[config.mk]
export PLATFORM = sky130hd
export DESIGN_NAME = txd_task
export DESIGN_NICKNAME = d
export VERILOG_FILES = /design/src/rtl/txd_task_pkg.sv /design/src/rtl/txd_task_uart_bit_timer.sv /design/src/rtl/txd_task.sv
export SDC_FILE = /design/constraint.sdc
export NUM_CORES = 1
export LEC_CHECK = 0
export CAP_MARGIN = 20
export CORE_UTILIZATION = 50
export DETAILED_ROUTE_END_ITERATION = 8
export GPL_TIMING_DRIVEN = 0
export PLACE_DENSITY = 0.78
export SKIP_CTS_REPAIR_TIMING = 1
export SLEW_MARGIN = 20
export SYNTH_ARGS = -nofsm -noshare
export SYNTH_HDL_FRONTEND = slang
export SYNTH_SLANG_ARGS = --single-unit
[constraint.sdc]
create_clock -name clk -period 2 [get_ports clk]
set_input_delay 0.3 -clock clk [delete_from_list [all_inputs] [get_ports clk]]
set_output_delay 0.3 -clock clk [all_outputs]
set_load 0.02 [all_outputs]
[src/rtl/txd_task_pkg.sv]
// txd_task_pkg: shared FSM state encoding and UART frame constants for the TXD worker.
package txd_task_pkg;
    typedef enum logic [2:0] {IDLE, FETCH, LOAD, START, DATA, STOP, FINISH, RELEASE} state_t;
    localparam int UART_FRAME_BITS = 10;
    localparam int UART_DATA_BITS = 8;
endpackage

[src/rtl/txd_task_uart_bit_timer.sv]
// uart_bit_timer: counts one UART bit period, tick marks its last clk.
module uart_bit_timer #(
    parameter int CLKS_PER_BIT = 434
) (
    input  logic clk,
    input  logic rst,
    input  logic clr,
    output logic tick
);
    localparam int W = $clog2(CLKS_PER_BIT);
    localparam logic [W-1:0] LAST = W'(CLKS_PER_BIT - 1);
    logic [W-1:0] cnt;
    assign tick = cnt == LAST;
    always_ff @(posedge clk or negedge rst)
        if (!rst) cnt <= '0;
        else cnt <= (clr || tick) ? '0 : cnt + W'(1);
endmodule

[src/rtl/txd_task.sv]
// txd_task: on grant, streams NUM_BYTES sample-RAM bytes out as UART 8N1, then pulses done.
module txd_task
    import txd_task_pkg::*;
#(
    parameter int ADDR_W       = 8,
    parameter int NUM_BYTES    = 256,
    parameter int CLKS_PER_BIT = 434
) (
    input  logic              clk,
    input  logic              rst,
    input  logic              grant,
    output logic              done,
    output logic [ADDR_W-1:0] mem_addr,
    input  logic [7:0]        mem_data,
    output logic              txd,
    output logic              busy
);
    localparam logic [ADDR_W-1:0] LAST_ADDR = ADDR_W'(NUM_BYTES - 1);
    state_t     state;
    logic [7:0] shift;
    logic [2:0] bit_idx;
    logic       tick;
    logic       clr;
    // The timer only runs inside a frame; holding it clear elsewhere restarts it on every frame entry.
    assign clr = !(state inside {START, DATA, STOP});
    uart_bit_timer #(.CLKS_PER_BIT(CLKS_PER_BIT)) u_timer (
        .clk (clk),
        .rst (rst),
        .clr (clr),
        .tick(tick)
    );
    always_ff @(posedge clk or negedge rst)
        if (!rst) begin
            state    <= IDLE;
            txd      <= 1'b1;
            done     <= 1'b0;
            busy     <= 1'b0;
            mem_addr <= '0;
            shift    <= '0;
            bit_idx  <= '0;
        end else begin
            done <= 1'b0;
            case (state)
                IDLE: if (grant) begin
                    busy     <= 1'b1;
                    mem_addr <= '0;
                    state    <= FETCH;
                end
                FETCH: state <= LOAD;
                LOAD: begin
                    shift   <= mem_data;
                    bit_idx <= '0;
                    txd     <= 1'b0;
                    state   <= START;
                end
                START: if (tick) begin
                    txd   <= shift[0];
                    state <= DATA;
                end
                DATA: if (tick) begin
                    shift   <= shift >> 1;
                    bit_idx <= bit_idx + 3'd1;
                    txd     <= (bit_idx == 3'(UART_DATA_BITS - 1)) ? 1'b1 : shift[1];
                    if (bit_idx == 3'(UART_DATA_BITS - 1)) state <= STOP;
                end
                STOP: if (tick) begin
                    if (!grant) begin
                        busy  <= 1'b0;
                        state <= IDLE;
                    end else if (mem_addr == LAST_ADDR) begin
                        done  <= 1'b1;
                        busy  <= 1'b0;
                        state <= FINISH;
                    end else begin
                        mem_addr <= mem_addr + ADDR_W'(1);
                        state    <= FETCH;
                    end
                end
                FINISH: begin
                    mem_addr <= '0;
                    state    <= RELEASE;
                end
                RELEASE: if (!grant) state <= IDLE;
                default: state <= IDLE;
            endcase
        end
endmodule

==> results.cfg, run 1 <==
[status]
outcome = finished clean

[placed_design]
gp_congestion = 0.837
post-place-cells = 261
portBuffers = 21
postPlaceCellArea_um2 = 2220
hpwl_mm = 2.70
post-place-ws_ps = 19.6

[grt]
grt_overflow = 0
antenna_found_initial = 0
grt_pass1_vias = 1547
grt_pass1_wl_mm = 6.93
grt_max_degree = 26
grt_usage = 0.218

[die]
fp.dieH_um = 64.3
boundaryPins = 22
coreArea_um2 = 3690
rows = 22
die_w_um = 64.3
initial_utilization = 0.525
dieArea_um2 = 4130

[clock_network]
cts_max_level = 2
numCtsBuffers = 5
cts_sinks = 34
cts_buffer_depth = 2
cts_tree = done
worstSkewPairLatency_ps = 290
root_buffer = clkbuf_8
clkTransAtPathRegs_ps = 70

[worst_setup_path]
critPathKind = register to register
path_delay_family = simple AND/OR/NAND/NOR gates
crit_path_end_kind = register
critical-path-max-stage-delay_ps = 410
reg2reg_to = shift[6]
r2r-start = u_timer.cnt[1]
reg2regPathDepth = 6
rrSetupSlack_ps = 80
cp.arrival_ps = 2090
crit_chain = inv_1 > ha_1 > nand4b_1 > o31a_4 > nor2_8 > mux2_2
worst_setup_path_start_kind = register
required_ps = 2170
cp_slowest_cell = o31a_4
critPathMaxFanout = 7
path_buf_inv = 1

[synthesis]
netlist_area_um2 = 1940
ys_top_cells_by_area = dfrtp_1 (43%), mux2_2 (8.1%), ha_1 (3.2%)
syn_nets = 207
syn_inst = 191
synthArstFlopShare = 1.00
synth_seq_cells = 34
synth-edff-count = 0
synth.top_cells.by_count = dfrtp_1 (33), nor2_1 (15), mux2_2 (14), nand2_1 (14), inv_1 (10)
yosys_warnings = 0
synth_cell_types = 49
synth_area_leader_cell = dfrtp_1
synth_area_per_cell_um2 = 10.1
synthMostInstantiatedCell = dfrtp_1
synth_ff_type = dfrtp_1
synth_top_cell_area_share = 0.426
synth_seq_area_share = 0.440

[job]
maxCapViolations = 0

[power_and_ir_drop]
p_leak_nw = 1.01
p_per_area_nw_per_um2 = 571
power_mw = 1.35
ir_drop_mv = 0.584

[routing]
vias_per_cell = 5.80
wire_per_inst_um = 14.1
drc = 0
first_pass_iters = 4
drt_iter0_drc = 95
vias = 1566
wl_mm = 3.81
antenna_left = 0

[timing]
hold_violations = 0
holdWs_ps = 405
fin_ws_ps = 77.1
finalMaxSlewViolations = 0
finClkSkew_ps = 6.73
grt_setup_unrepaired = true
finalSetupTns_ps = 0
maxSlewHeadroom = 0.620
period_needed_ps = 1920
setup_viol = 0
fin_crit_sh = 0.961
worst_pin_slew_ps = 568
max_freq_ghz = 0.520

[finish]
num-nets-final = 237
final_layout_size_suffix_gt1_frac = 0.171
syn_to_final_growth_pct = 21.7
final_cell_area_um2 = 2360
fin_cells = 270
diodes = 0
fin_util = 0.639

[min_path]
hp-class = input port to asynchronous set/reset pin
==> final cells by class <==
type,count,area [um2]
multi-input cells,141,1030
well taps,48,60.1
clock buffers,5,68.8
clock inverters,3,40.0
inverters,10,37.5
fillers,298,1330
plain buffers,6,33.8
flip-flops and latches,34,852
repair buffers,23,235
==> layer usage <==
layer	vias up	GRT usage	wire length (um)
met5	-	0	0
li1	760	-	-
met1	756	0.282	1770
met2	44	0.334	1780
met4	0	0.0917	59
met3	6	0.0679	194
==> placed cells by master, fill, tap and decap left out, drive strengths merged, types with 3 or more instances in the layout <==
master         netlist  layout
nand2               14      14
o221ai               3       3
a31oi                3       3
nor3                 5       5
ha                   5       5
clkbuf               2       7
xor2                 3       3
a41oi                3       3
clkdlybuf4s50        0      20
buf                  4       6
nand3                9       9
and3                 4       4
mux2                14      14
nand4                4       4
inv                 10      10
nand2b               4       4
nor2                17      17
a21oi                6       6
o211ai               4       4
xnor2                4       4
dfrtp               33      33
o21ai                8       8
==> cells by family (layout without fill, tap and decap cells) <==
group / count (synthesis) / after routing / share of synthesized area
simple gates: 70 / 70 / 0.206
compound gates: 43 / 43 / 0.162
flops: 34 / 34 / 0.440
mux: 16 / 16 / 0.0917
buf+inv: 16 / 47 / 0.0368
xor+xnor: 7 / 7 / 0.0316
fa+ha+maj: 5 / 5 / 0.0323
==> how the worst max path moves through the flow <==
stage | from | endpoint | slack (ps) | cells after the start
after floorplan | mem_addr[0] | mem_addr[4] | 240 | 6
after global placement | rst | shift[6] | -100 | 1
after detailed placement | grant | mem_addr[7] | 20 | 5
after CTS | u_timer.cnt[1] | mem_addr[7] | 90 | 6
after global routing | u_timer.cnt[1] | mem_addr[7] | -30 | 6
final | u_timer.cnt[1] | shift[6] | 80 | 6
==> report_power, final <==
group	internal, mW	total [mW]	switching [mW]	leakage [nW]
registers	0.688	0.688	0	0.441
logic	0.0271	0.0480	0.0210	0.511
clock network	0.366	0.612	0.246	0.0579
total	1.08	1.35	0.267	1.01
==> flip-flops by register name (all words and copies together), names as in the netlist <==
signal       flops
busy             1
done             1
mem_addr         8
state            3
u_timer.cnt      9
bit_idx          3
txd              1
shift            8
No activity file was read; power rests on OpenSTA's default activity.
==> inputs of run 2 (changes only) <==
ABC_CLOCK_PERIOD_IN_PS = 2000   (was unset)
CORE_MARGIN = 8   (was unset)
==> results.cfg, run 2 (synthesis results as in run 1) <==
[status]
outcome = finished clean

[routing]
drc = 0
first_pass_iters = 4
antenna_left = 0
wire_per_inst_um = 15.2
wl_mm = 4.11
vias_per_cell = 5.72
drt_iter0_drc = 119
vias = 1549

[timing]
finalSetupTns_ps = 0
finalMaxSlewViolations = 0
fin_crit_sh = 0.923
hold_violations = 0
worst_pin_slew_ps = 565
maxSlewHeadroom = 0.622
max_freq_ghz = 0.542
setup_viol = 0
period_needed_ps = 1850
finClkSkew_ps = 3.85

[clock_network]
cts_max_level = 2
cts_sinks = 34
worstSkewPairLatency_ps = 290
numCtsBuffers = 5
cts_buffer_depth = 2
clkTransAtPathRegs_ps = 70
root_buffer = clkbuf_8
cts_tree = done

[finish]
final_layout_size_suffix_gt1_frac = 0.175
largest_reg_flops = 9
num-nets-final = 238
final_cell_area_um2 = 2350
layout_commonest_cell = dfrtp_1
diodes = 0
layout_common_cells = dfrtp_1 (33), clkdlybuf4s50_1 (20), nor2_1 (14), nand2_1 (14), mux2_2 (14)
largest_register = u_timer.cnt
reg_top3 = u_timer.cnt (9), mem_addr (8), shift (8)
nFillCells = 324
syn_to_final_growth_pct = 21.1

[placed_design]
hpwl_mm = 3.04
postPlaceCellArea_um2 = 2230
portBuffers = 21
gp_congestion = 0.834

[min_path]
hp-class = input port to asynchronous set/reset pin

[grt]
grt_pass1_wl_mm = 7.33
grt_overflow = 0
grt_usage = 0.145
grt_pass1_vias = 1565
grt_max_degree = 20
antenna_found_initial = 0

[die]
boundaryPins = 22
initial_utilization = 0.525
die_w_um = 78.3
coreArea_um2 = 3690
rows = 22
fp.dieH_um = 78.3
dieArea_um2 = 6120

[power_and_ir_drop]
p_per_area_nw_per_um2 = 534
power_mw = 1.25
p_leak_nw = 1.00
ir_drop_mv = 0.462

[job]
maxCapViolations = 0

[worst_setup_path]
required_ps = 2170
critPathMaxFanout = 10
crit_path_end_kind = register
cp.arrival_ps = 2020
worst_setup_path_start_kind = register
critPathKind = register to register
[run 2: changes by cell type in the layout (fill, tap and decap cells not counted), sizes merged]
| cell | before | now |
|---|---|---|
| buf | 6 | 7 |
| clkinv | 2 | 1 |
| bufinv | 1 | 0 |
| clkbuf | 7 | 9 |
[run 2: final timing paths]
kind / from / to / slack, ps / cells past startpoint
worst max register to register: state[1] / shift[0] / 150 / 4
worst min-delay path: rst / u_timer.cnt[5] / 470 / 2
worst min register to register: u_timer.cnt[0] / u_timer.cnt[0] / 500 / 1
max in group asynchronous: rst / shift[7] / 1110 / 3
worst max-delay path: state[1] / shift[0] / 150 / 4
min in group clk: u_timer.cnt[0] / u_timer.cnt[0] / 500 / 1
[run 2: layout make-up]
cell class	instances	area (um2)	share of cell area
timing repair buffer	24	250	0.107
sequential	34	852	0.363
multi-input combinational	141	1020	0.436
clock inverter	1	5.00	0.00213
inverter	10	37.5	0.0160
clock buffer	7	86.3	0.0368
tap	48	60.1	0.0256
buffer	6	33.8	0.0144
[run 2: worst max-delay path: stages (launching register included)]
cell	delay [ps]
dfrtp_1	430
nand2b_1	230
nor2_2	420
mux2_2	390
mux2_2	270
[run 2: per-stage QoR]
step                 util  hold WS (ps)  worst slack, ps  cells
floorplan               -          4.41              240    191
global placement    0.599           475            -75.9    260
detailed placement  0.605           246            -34.3    261
CTS                 0.630         -67.0             43.8    269
global route        0.636           496          -0.0491    271
finish              0.636           467              155    271
[run 2: routing by layer]
layer | part of all wire | global-route usage | vias to the layer above
li1 | - | - | 765
met1 | 0.44 | 0.180 | 751
met2 | 0.51 | 0.240 | 28
met3 | 0.042 | 0.0353 | 5
met4 | 0.012 | 0.0519 | 0
met5 | 0 | 0 | -
[run 2: power by group]
group	leakage, nW	internal (mW)	switching, mW
Clock	0.0482	0.277	0.237
Combinational	0.514	0.0287	0.0217
Sequential	0.441	0.688	0
==> inputs of run 3 (changes only) <==
CORE_MARGIN = unset   (was 8)
==> results of run 3 <==
Final layout, timing and power as in run 1 (identical DEF).
